**src/rtl/mips32_dbg_pkg.sv**
```systemverilog
// rtl/mips32_dbg_pkg.sv - shared constants and state encoding for the MIPS32 debug loader
//
// Purpose: command op codes, response status codes, loader FSM state type and
// the core's HLT opcode (useful to benches building programs).
// Ports: none (package).
package mips32_dbg_pkg;

  localparam logic [1:0] OP_WRITE = 2'd0;
  localparam logic [1:0] OP_READ  = 2'd1;
  localparam logic [1:0] OP_RUN   = 2'd2;
  localparam logic [1:0] OP_RSVD  = 2'd3;

  localparam logic [1:0] ST_OK      = 2'd0;
  localparam logic [1:0] ST_TIMEOUT = 2'd1;
  localparam logic [1:0] ST_ERR     = 2'd2;

  localparam logic [5:0] HLT_OPCODE = 6'h3f;

  typedef enum logic [2:0] {
    S_IDLE     = 3'd0,
    S_WR       = 3'd1,
    S_RD_ADDR  = 3'd2,
    S_RD_WAIT  = 3'd3,
    S_RD_RSP   = 3'd4,
    S_RUN_GO   = 3'd5,
    S_RUN_WAIT = 3'd6,
    S_RSP      = 3'd7
  } state_t;

endpackage

```
**src/rtl/mips32_dbg_rsp_reg.sv**
```systemverilog
// rtl/mips32_dbg_rsp_reg.sv - single-entry valid/ready response output register
//
// Purpose: holds one response beat (data/status/last) stable until the host
// takes it.
// Ports:
//   clk1, rst            clock, synchronous active-high reset
//   load                 capture load_* and raise rsp_valid
//   load_data/status/last  beat contents to capture
//   rsp_valid/ready      output handshake
//   rsp_data/status/last registered beat contents
module mips32_dbg_rsp_reg #(
  parameter int DATA_W = 32
) (
  input  logic              clk1,
  input  logic              rst,
  input  logic              load,
  input  logic [DATA_W-1:0] load_data,
  input  logic [1:0]        load_status,
  input  logic              load_last,
  output logic              rsp_valid,
  input  logic              rsp_ready,
  output logic [DATA_W-1:0] rsp_data,
  output logic [1:0]        rsp_status,
  output logic              rsp_last
);

  always_ff @(posedge clk1) begin
    if (rst) begin
      rsp_valid  <= 1'b0;
      rsp_data   <= '0;
      rsp_status <= '0;
      rsp_last   <= 1'b0;
    end else if (load) begin
      // A new beat takes priority; the controller never loads while a beat is pending.
      rsp_valid  <= 1'b1;
      rsp_data   <= load_data;
      rsp_status <= load_status;
      rsp_last   <= load_last;
    end else if (rsp_valid && rsp_ready) begin
      rsp_valid  <= 1'b0;
    end
  end

endmodule

```
**src/rtl/mips32_debug_loader.sv**
```systemverilog
// rtl/mips32_debug_loader.sv - host command/response debug and load controller for the MIPS32 core
//
// Purpose: writes and reads the core's unified memory while the core is held,
// starts the core at a chosen PC and waits for HLT (or a timeout).
// Ports:
//   clk1, rst                      clock, synchronous active-high reset
//   cmd_valid/ready, cmd_op/addr/data/len   host command port
//   rsp_valid/ready, rsp_data/status/last   host response port
//   mem_we/addr/wdata, mem_rdata   core memory port (rdata one cycle after addr)
//   cpu_hold, cpu_start, cpu_pc, cpu_halted  core run control
module mips32_debug_loader
  import mips32_dbg_pkg::*;
#(
  parameter int ADDR_W  = 10,
  parameter int DATA_W  = 32,
  parameter int TIMEOUT = 1000
) (
  input  logic              clk1,
  input  logic              rst,
  input  logic              cmd_valid,
  output logic              cmd_ready,
  input  logic [1:0]        cmd_op,
  input  logic [ADDR_W-1:0] cmd_addr,
  input  logic [DATA_W-1:0] cmd_data,
  input  logic [7:0]        cmd_len,
  output logic              rsp_valid,
  input  logic              rsp_ready,
  output logic [DATA_W-1:0] rsp_data,
  output logic [1:0]        rsp_status,
  output logic              rsp_last,
  output logic              mem_we,
  output logic [ADDR_W-1:0] mem_addr,
  output logic [DATA_W-1:0] mem_wdata,
  input  logic [DATA_W-1:0] mem_rdata,
  output logic              cpu_hold,
  output logic              cpu_start,
  output logic [ADDR_W-1:0] cpu_pc,
  input  logic              cpu_halted
);

  localparam logic [15:0] TIMEOUT_CNT = 16'(TIMEOUT);

  state_t            state, state_n;
  logic [ADDR_W-1:0] addr_q;
  logic [ADDR_W-1:0] pc_q;
  logic [DATA_W-1:0] data_q;
  logic [7:0]        len_q;
  logic [7:0]        beat_q;
  logic [15:0]       count_q;
  logic [15:0]       count_inc;

  logic              ld;
  logic [DATA_W-1:0] ld_data;
  logic [1:0]        ld_status;
  logic              ld_last;
  logic              rsp_fire;

  assign count_inc = count_q + 16'd1;
  assign rsp_fire  = rsp_valid && rsp_ready;

  // Memory and PC outputs come straight from the latched command fields, so
  // they are zero out of reset and stable for the whole command.
  assign mem_addr  = addr_q;
  assign mem_wdata = data_q;
  assign cpu_pc    = pc_q;

  always_ff @(posedge clk1) begin
    if (rst) begin
      state <= S_IDLE;
    end else begin
      state <= state_n;
    end
  end

  always_comb begin
    state_n   = state;
    cmd_ready = 1'b0;
    mem_we    = 1'b0;
    cpu_start = 1'b0;
    cpu_hold  = 1'b1;
    ld        = 1'b0;
    ld_data   = '0;
    ld_status = ST_OK;
    ld_last   = 1'b1;
    unique case (state)
      S_IDLE: begin
        cmd_ready = !rst;
        if (cmd_valid && !rst) begin
          unique case (cmd_op)
            OP_WRITE: state_n = S_WR;
            OP_READ:  state_n = S_RD_ADDR;
            OP_RUN:   state_n = S_RUN_GO;
            default: begin
              ld        = 1'b1;
              ld_status = ST_ERR;
              state_n   = S_RSP;
            end
          endcase
        end
      end
      S_WR: begin
        mem_we  = 1'b1;
        ld      = 1'b1;
        ld_data = DATA_W'(addr_q);
        state_n = S_RSP;
      end
      S_RD_ADDR: begin
        state_n = S_RD_WAIT;
      end
      S_RD_WAIT: begin
        ld      = 1'b1;
        ld_data = mem_rdata;
        ld_last = (beat_q == len_q);
        state_n = S_RD_RSP;
      end
      S_RD_RSP: begin
        if (rsp_fire) begin
          state_n = rsp_last ? S_IDLE : S_RD_ADDR;
        end
      end
      S_RUN_GO: begin
        cpu_start = 1'b1;
        cpu_hold  = 1'b0;
        state_n   = S_RUN_WAIT;
      end
      S_RUN_WAIT: begin
        cpu_hold = 1'b0;
        // count_q is the number of completed RUN_WAIT cycles; the first two
        // are skipped because the core's HALTED flag is still clearing.
        // Halt is tested before timeout so a tie reports OK.
        if (count_q >= 16'd2 && cpu_halted) begin
          ld       = 1'b1;
          ld_data  = DATA_W'(count_inc);
          state_n  = S_RSP;
          cpu_hold = 1'b1;
        end else if (count_inc >= TIMEOUT_CNT) begin
          ld        = 1'b1;
          ld_data   = DATA_W'(TIMEOUT_CNT);
          ld_status = ST_TIMEOUT;
          state_n   = S_RSP;
          cpu_hold  = 1'b1;
        end
      end
      S_RSP: begin
        if (rsp_fire) begin
          state_n = S_IDLE;
        end
      end
      default: state_n = S_IDLE;
    endcase
  end

  always_ff @(posedge clk1) begin
    if (rst) begin
      addr_q  <= '0;
      pc_q    <= '0;
      data_q  <= '0;
      len_q   <= '0;
      beat_q  <= '0;
      count_q <= '0;
    end else begin
      unique case (state)
        S_IDLE: begin
          if (cmd_valid) begin
            addr_q  <= cmd_addr;
            len_q   <= cmd_len;
            beat_q  <= '0;
            count_q <= '0;
            if (cmd_op == OP_WRITE) data_q <= cmd_data;
            if (cmd_op == OP_RUN)   pc_q   <= cmd_addr;
          end
        end
        S_RD_RSP: begin
          // Address wraps naturally at the ADDR_W boundary.
          if (rsp_fire && !rsp_last) begin
            addr_q <= addr_q + 1'b1;
            beat_q <= beat_q + 8'd1;
          end
        end
        S_RUN_WAIT: count_q <= count_inc;
        default: ;
      endcase
    end
  end

  mips32_dbg_rsp_reg #(.DATA_W(DATA_W)) u_rsp_reg (
    .clk1        (clk1),
    .rst         (rst),
    .load        (ld),
    .load_data   (ld_data),
    .load_status (ld_status),
    .load_last   (ld_last),
    .rsp_valid   (rsp_valid),
    .rsp_ready   (rsp_ready),
    .rsp_data    (rsp_data),
    .rsp_status  (rsp_status),
    .rsp_last    (rsp_last)
  );

endmodule
```
**config.mk**
```make
export PLATFORM = sky130hd
export DESIGN_NAME = mips32_debug_loader
export DESIGN_NICKNAME = d
export VERILOG_FILES = /design/src/rtl/mips32_dbg_pkg.sv /design/src/rtl/mips32_dbg_rsp_reg.sv /design/src/rtl/mips32_debug_loader.sv
export SDC_FILE = /design/constraint.sdc
export NUM_CORES = 1
export LEC_CHECK = 0
export CAP_MARGIN = 20
export CELL_PAD_IN_SITES_DETAIL_PLACEMENT = 1
export CELL_PAD_IN_SITES_GLOBAL_PLACEMENT = 2
export CORE_MARGIN = 2
export CORE_UTILIZATION = 26
export DETAILED_ROUTE_END_ITERATION = 16
export PLACE_DENSITY_LB_ADDON = 0.1
export SYNTH_ARGS = -nofsm -noshare
export SYNTH_HDL_FRONTEND = slang
export SYNTH_SLANG_ARGS = --single-unit
```
**constraint.sdc**
```tcl
create_clock -name clk1 -period 3.8 [get_ports clk1]
set_input_delay 0.76 -clock clk1 [delete_from_list [all_inputs] [get_ports clk1]]
set_output_delay 0.76 -clock clk1 [all_outputs]
set_load 0.005 [all_outputs]
```
==> qor.yml <==
synth_edf_count: 0
rows: 53
multi_input_area_um2: 2950
critPathLaunchType: "flop"
setup_ws_ns: 0.4835
rsz0062_at_grt: "false"
clock_path_buffers: 2
fin_skew_ns: 0.01346
synth_top_cell_area_share_pct: 43.63
setup-tns-final_ns: 0
grt_pass1_wl_um: 32050
clk_pin_slew_worst_paths_ns: 0.06
h-tree-depth: 4
ff2ff_path_depth: 9
synthTopCellsByCount: "nand2_1, dfxtp_1, a21oi_1"
synth_top_family_by_area: "simple AND/OR/NAND/NOR gates"
place_ws_ns: 0.2471
ir_worst_vdd_mv: 0.3136
holdPathStages: 2
slew_viol_final: 0
finalPower_uw: 4584
power_density_nw_per_um2: 545.3
wl_um: 20760
instances_no_fill: 1134
async_flop_share_pct: 0
drv_cap: 0
vias: 5596
dpl.hpwl_um: 14880
synthCells: 681
worst_r2r_startpoint: "count_q[7]$_SDFFE_PP0P_"
antenna_found_initial: 1
ys.flop_type: "dfxtp_1"
yosys_warnings: 0
drc: 0
ant_nets: 0
grt_pass1_vias: 5907
worstMarginPinSlew_ns: 0.9335
synthDistinctLibCells: 61
critPathRequiredTime_ns: 3.04
grt-ovfl-total: 0
worstSetupPathType: "reg -> out"
cts.sinks: 123
drtPass1Iterations: 5
initial_utilization_pct: 26.68
outcome: "finished, final reports clean"
n_antenna_cell: 0
die_w_um: 151.3
die_y_um: 151.3
fp.coreArea_um2: 21150
yosys-top-cells-area: "dfxtp_1, nand2_1, a21oi_1"
synth_compound_area_share_pct: 21.57
hp-start: "mem_wdata[8]$_SDFFE_PP0P_"
yosysMostFrequentCell: "nand2_1"
p_leak_uw: 0.003057
grt_util_all_layers_pct: 18.08
relSlewSlack_pct: 37.77
drt_iter0_markers: 201
place_inst: 1097
wl_per_cell_um: 18.31
dieArea_um2: 22900
r2r_slack_ns: 0.85
clkLatencyLatePin_ns: 0.41
finalCriticalPeriod_ns: 3.317
cts_tree: "yes"
synth_simple_gate_area_share_pct: 22.50
nNetsFinal: 939
whs_ns: 0.4559
critPathCaptureType: "output port"
ys_seq_area_share_pct: 43.63
syn_area_per_cell_um2: 8.288
portBuffers: 180
vias_per_cell: 4.935
synth_mux_area_share_pct: 2.128
grt_start_max_net_pins: 63
register_area_um2: 2482
syn_area_um2: 5644
cts_root_buffer: "clkbuf_16"
fmax_mhz: 301.5
timing.rr.end: "u_rsp_reg.rsp_data[23]$_SDFFE_PP0P_"
synth-adder-area-share_pct: 0.8867
fillers: 2441
cts_buffers: 17
syn_to_final_growth_pct: 48.95
cp_max_fo: 8
worstPathArrival_ns: 2.56
min_to: "mem_wdata[8]$_SDFFE_PP0P_"
finalSetupViolCount: 0
synth-xor-area-share_pct: 4.500
gp_congestion: 0.8435
final_layout_size_suffix_gt1_share_pct: 10.83
hold_viol_final: 0
synth_nets: 774
yosysTopAreaCell: "dfxtp_1"
hold_class: "reg -> reg"
fin_crit_sh_pct: 87.28
ios: 181
ys_ff_latch: 123
placed cells by master (no fill, tap or decap), drive strengths merged, types with 3 or more instances in the layout:
cell           netlist  routed
clkdlybuf4s50        0     178
nand2              128     128
dfxtp              123     123
a21oi               89      89
nor2                48      48
nand3               25      25
buf                 11      24
o21ai               23      23
xor2                21      21
clkbuf              46      19
a22o                16      16
nor3                16      16
mux2i               12      12
o2bb2ai             10      10
nor4                10      10
xnor2                8       8
nand4                8       8
a22oi                7       7
inv                  4       7
a211oi               6       6
nand3b               5       5
and3                 5       5
or3                  5       5
a31oi                4       4
nand2b               4       4
a221o                4       4
ha                   4       4
bufinv               0       4
and2                 4       4
or2                  4       4
o22ai                3       3
a21o                 3       3
clkinvlp             0       3
clkinv               0       3
worst max-delay path, stage by stage (launching register included):
cell and delay [ns]:
dfxtp_2 0.41, nand4_1 0.13, buf_4 0.18, nor4_4 0.27, xor2_1 0.17, or4b_4 0.59
nor2_4 0.14, a21oi_1 0.08, dlymetal6s2s_1 0.18
routing by layer:
layer  global-route usage, %  up-vias  routed length, um
met5                       0        -                 16
met4                   5.187        2                173
met3                   4.819       15               1299
met2                   30.70      136              10100
met1                   22.46     2707               9166
li1                        -     2736                  -
stage by stage:
stage | util (%) | area (um^2)
detailed placement | 36.29 | 7677
floorplan | - | 5644
global placement | 36.29 | 7677
global route | 39.74 | 8407
finish | 39.74 | 8407
CTS | 39.52 | 8359
what timing repair did:
item / 4_1_cts / 5_1_grt
setup endpoints to repair: 1 / 1
pin swaps: 2 / 3
resized for setup: 6 / 14
buffers inserted: 3 / 2
hold buffers: 0 / 0
final cells by class:
type,count,area share [%]
well taps,275,4.093
multi-input cells,497,35.09
clock inverters,13,2.232
inverters,4,0.1786
flip-flops and latches,123,29.53
repair buffers,203,23.49
clock buffers,19,5.388
how the worst max path moves through the flow:
stage / startpoint / endpoint / slack, ns / cells after the start
2_1_floorplan: count_q[1]$_SDFFE_PP0P_ / cpu_hold / 0.97 / 8
3_3_place_gp: count_q[4]$_SDFFE_PP0P_ / cpu_hold / 0.29 / 7
3_5_place_dp: count_q[4]$_SDFFE_PP0P_ / cpu_hold / 0.25 / 7
5_1_grt: count_q[7]$_SDFFE_PP0P_ / cpu_hold / 0.31 / 8
4_1_cts: count_q[1]$_SDFFE_PP0P_ / cpu_hold / 0.02 / 8
6_report: count_q[7]$_SDFFE_PP0P_ / cpu_hold / 0.48 / 8
registers in the layout (all words and copies together) (netlist names):
| name | flops |
|---|---|
| cpu_pc | 10 |
| u_rsp_reg.rsp_last | 1 |
| u_rsp_reg.rsp_status | 2 |
| mem_addr | 10 |
| u_rsp_reg.rsp_valid | 1 |
| u_rsp_reg.rsp_data | 32 |
| state | 3 |
| mem_wdata | 32 |
| len_q | 8 |
| beat_q | 8 |
| count_q | 16 |
power breakdown:
part / internal, uW / switching [uW] / total (uW) / leakage [uW]
sequential: 1430 / 164 / 1590 / 0.00100
clock: 1140 / 646 / 1780 / 0.000306
combinational: 545 / 665 / 1210 / 0.00175
total: 3110 / 1470 / 4580 / 0.00306
logic make-up (layout without fill, tap and decap cells):
| logic type | Yosys count | count (layout) |
|---|---|---|
| buffers and inverters | 61 | 239 |
| AOI/OAI and AO/OA | 181 | 181 |
| and+or+nand+nor | 271 | 271 |
| DFF | 123 | 123 |
| xor gates and xnor gates | 29 | 29 |
| muxes | 12 | 12 |
| adders and majority gates | 4 | 4 |
Power figures use the tool's default switching activity.
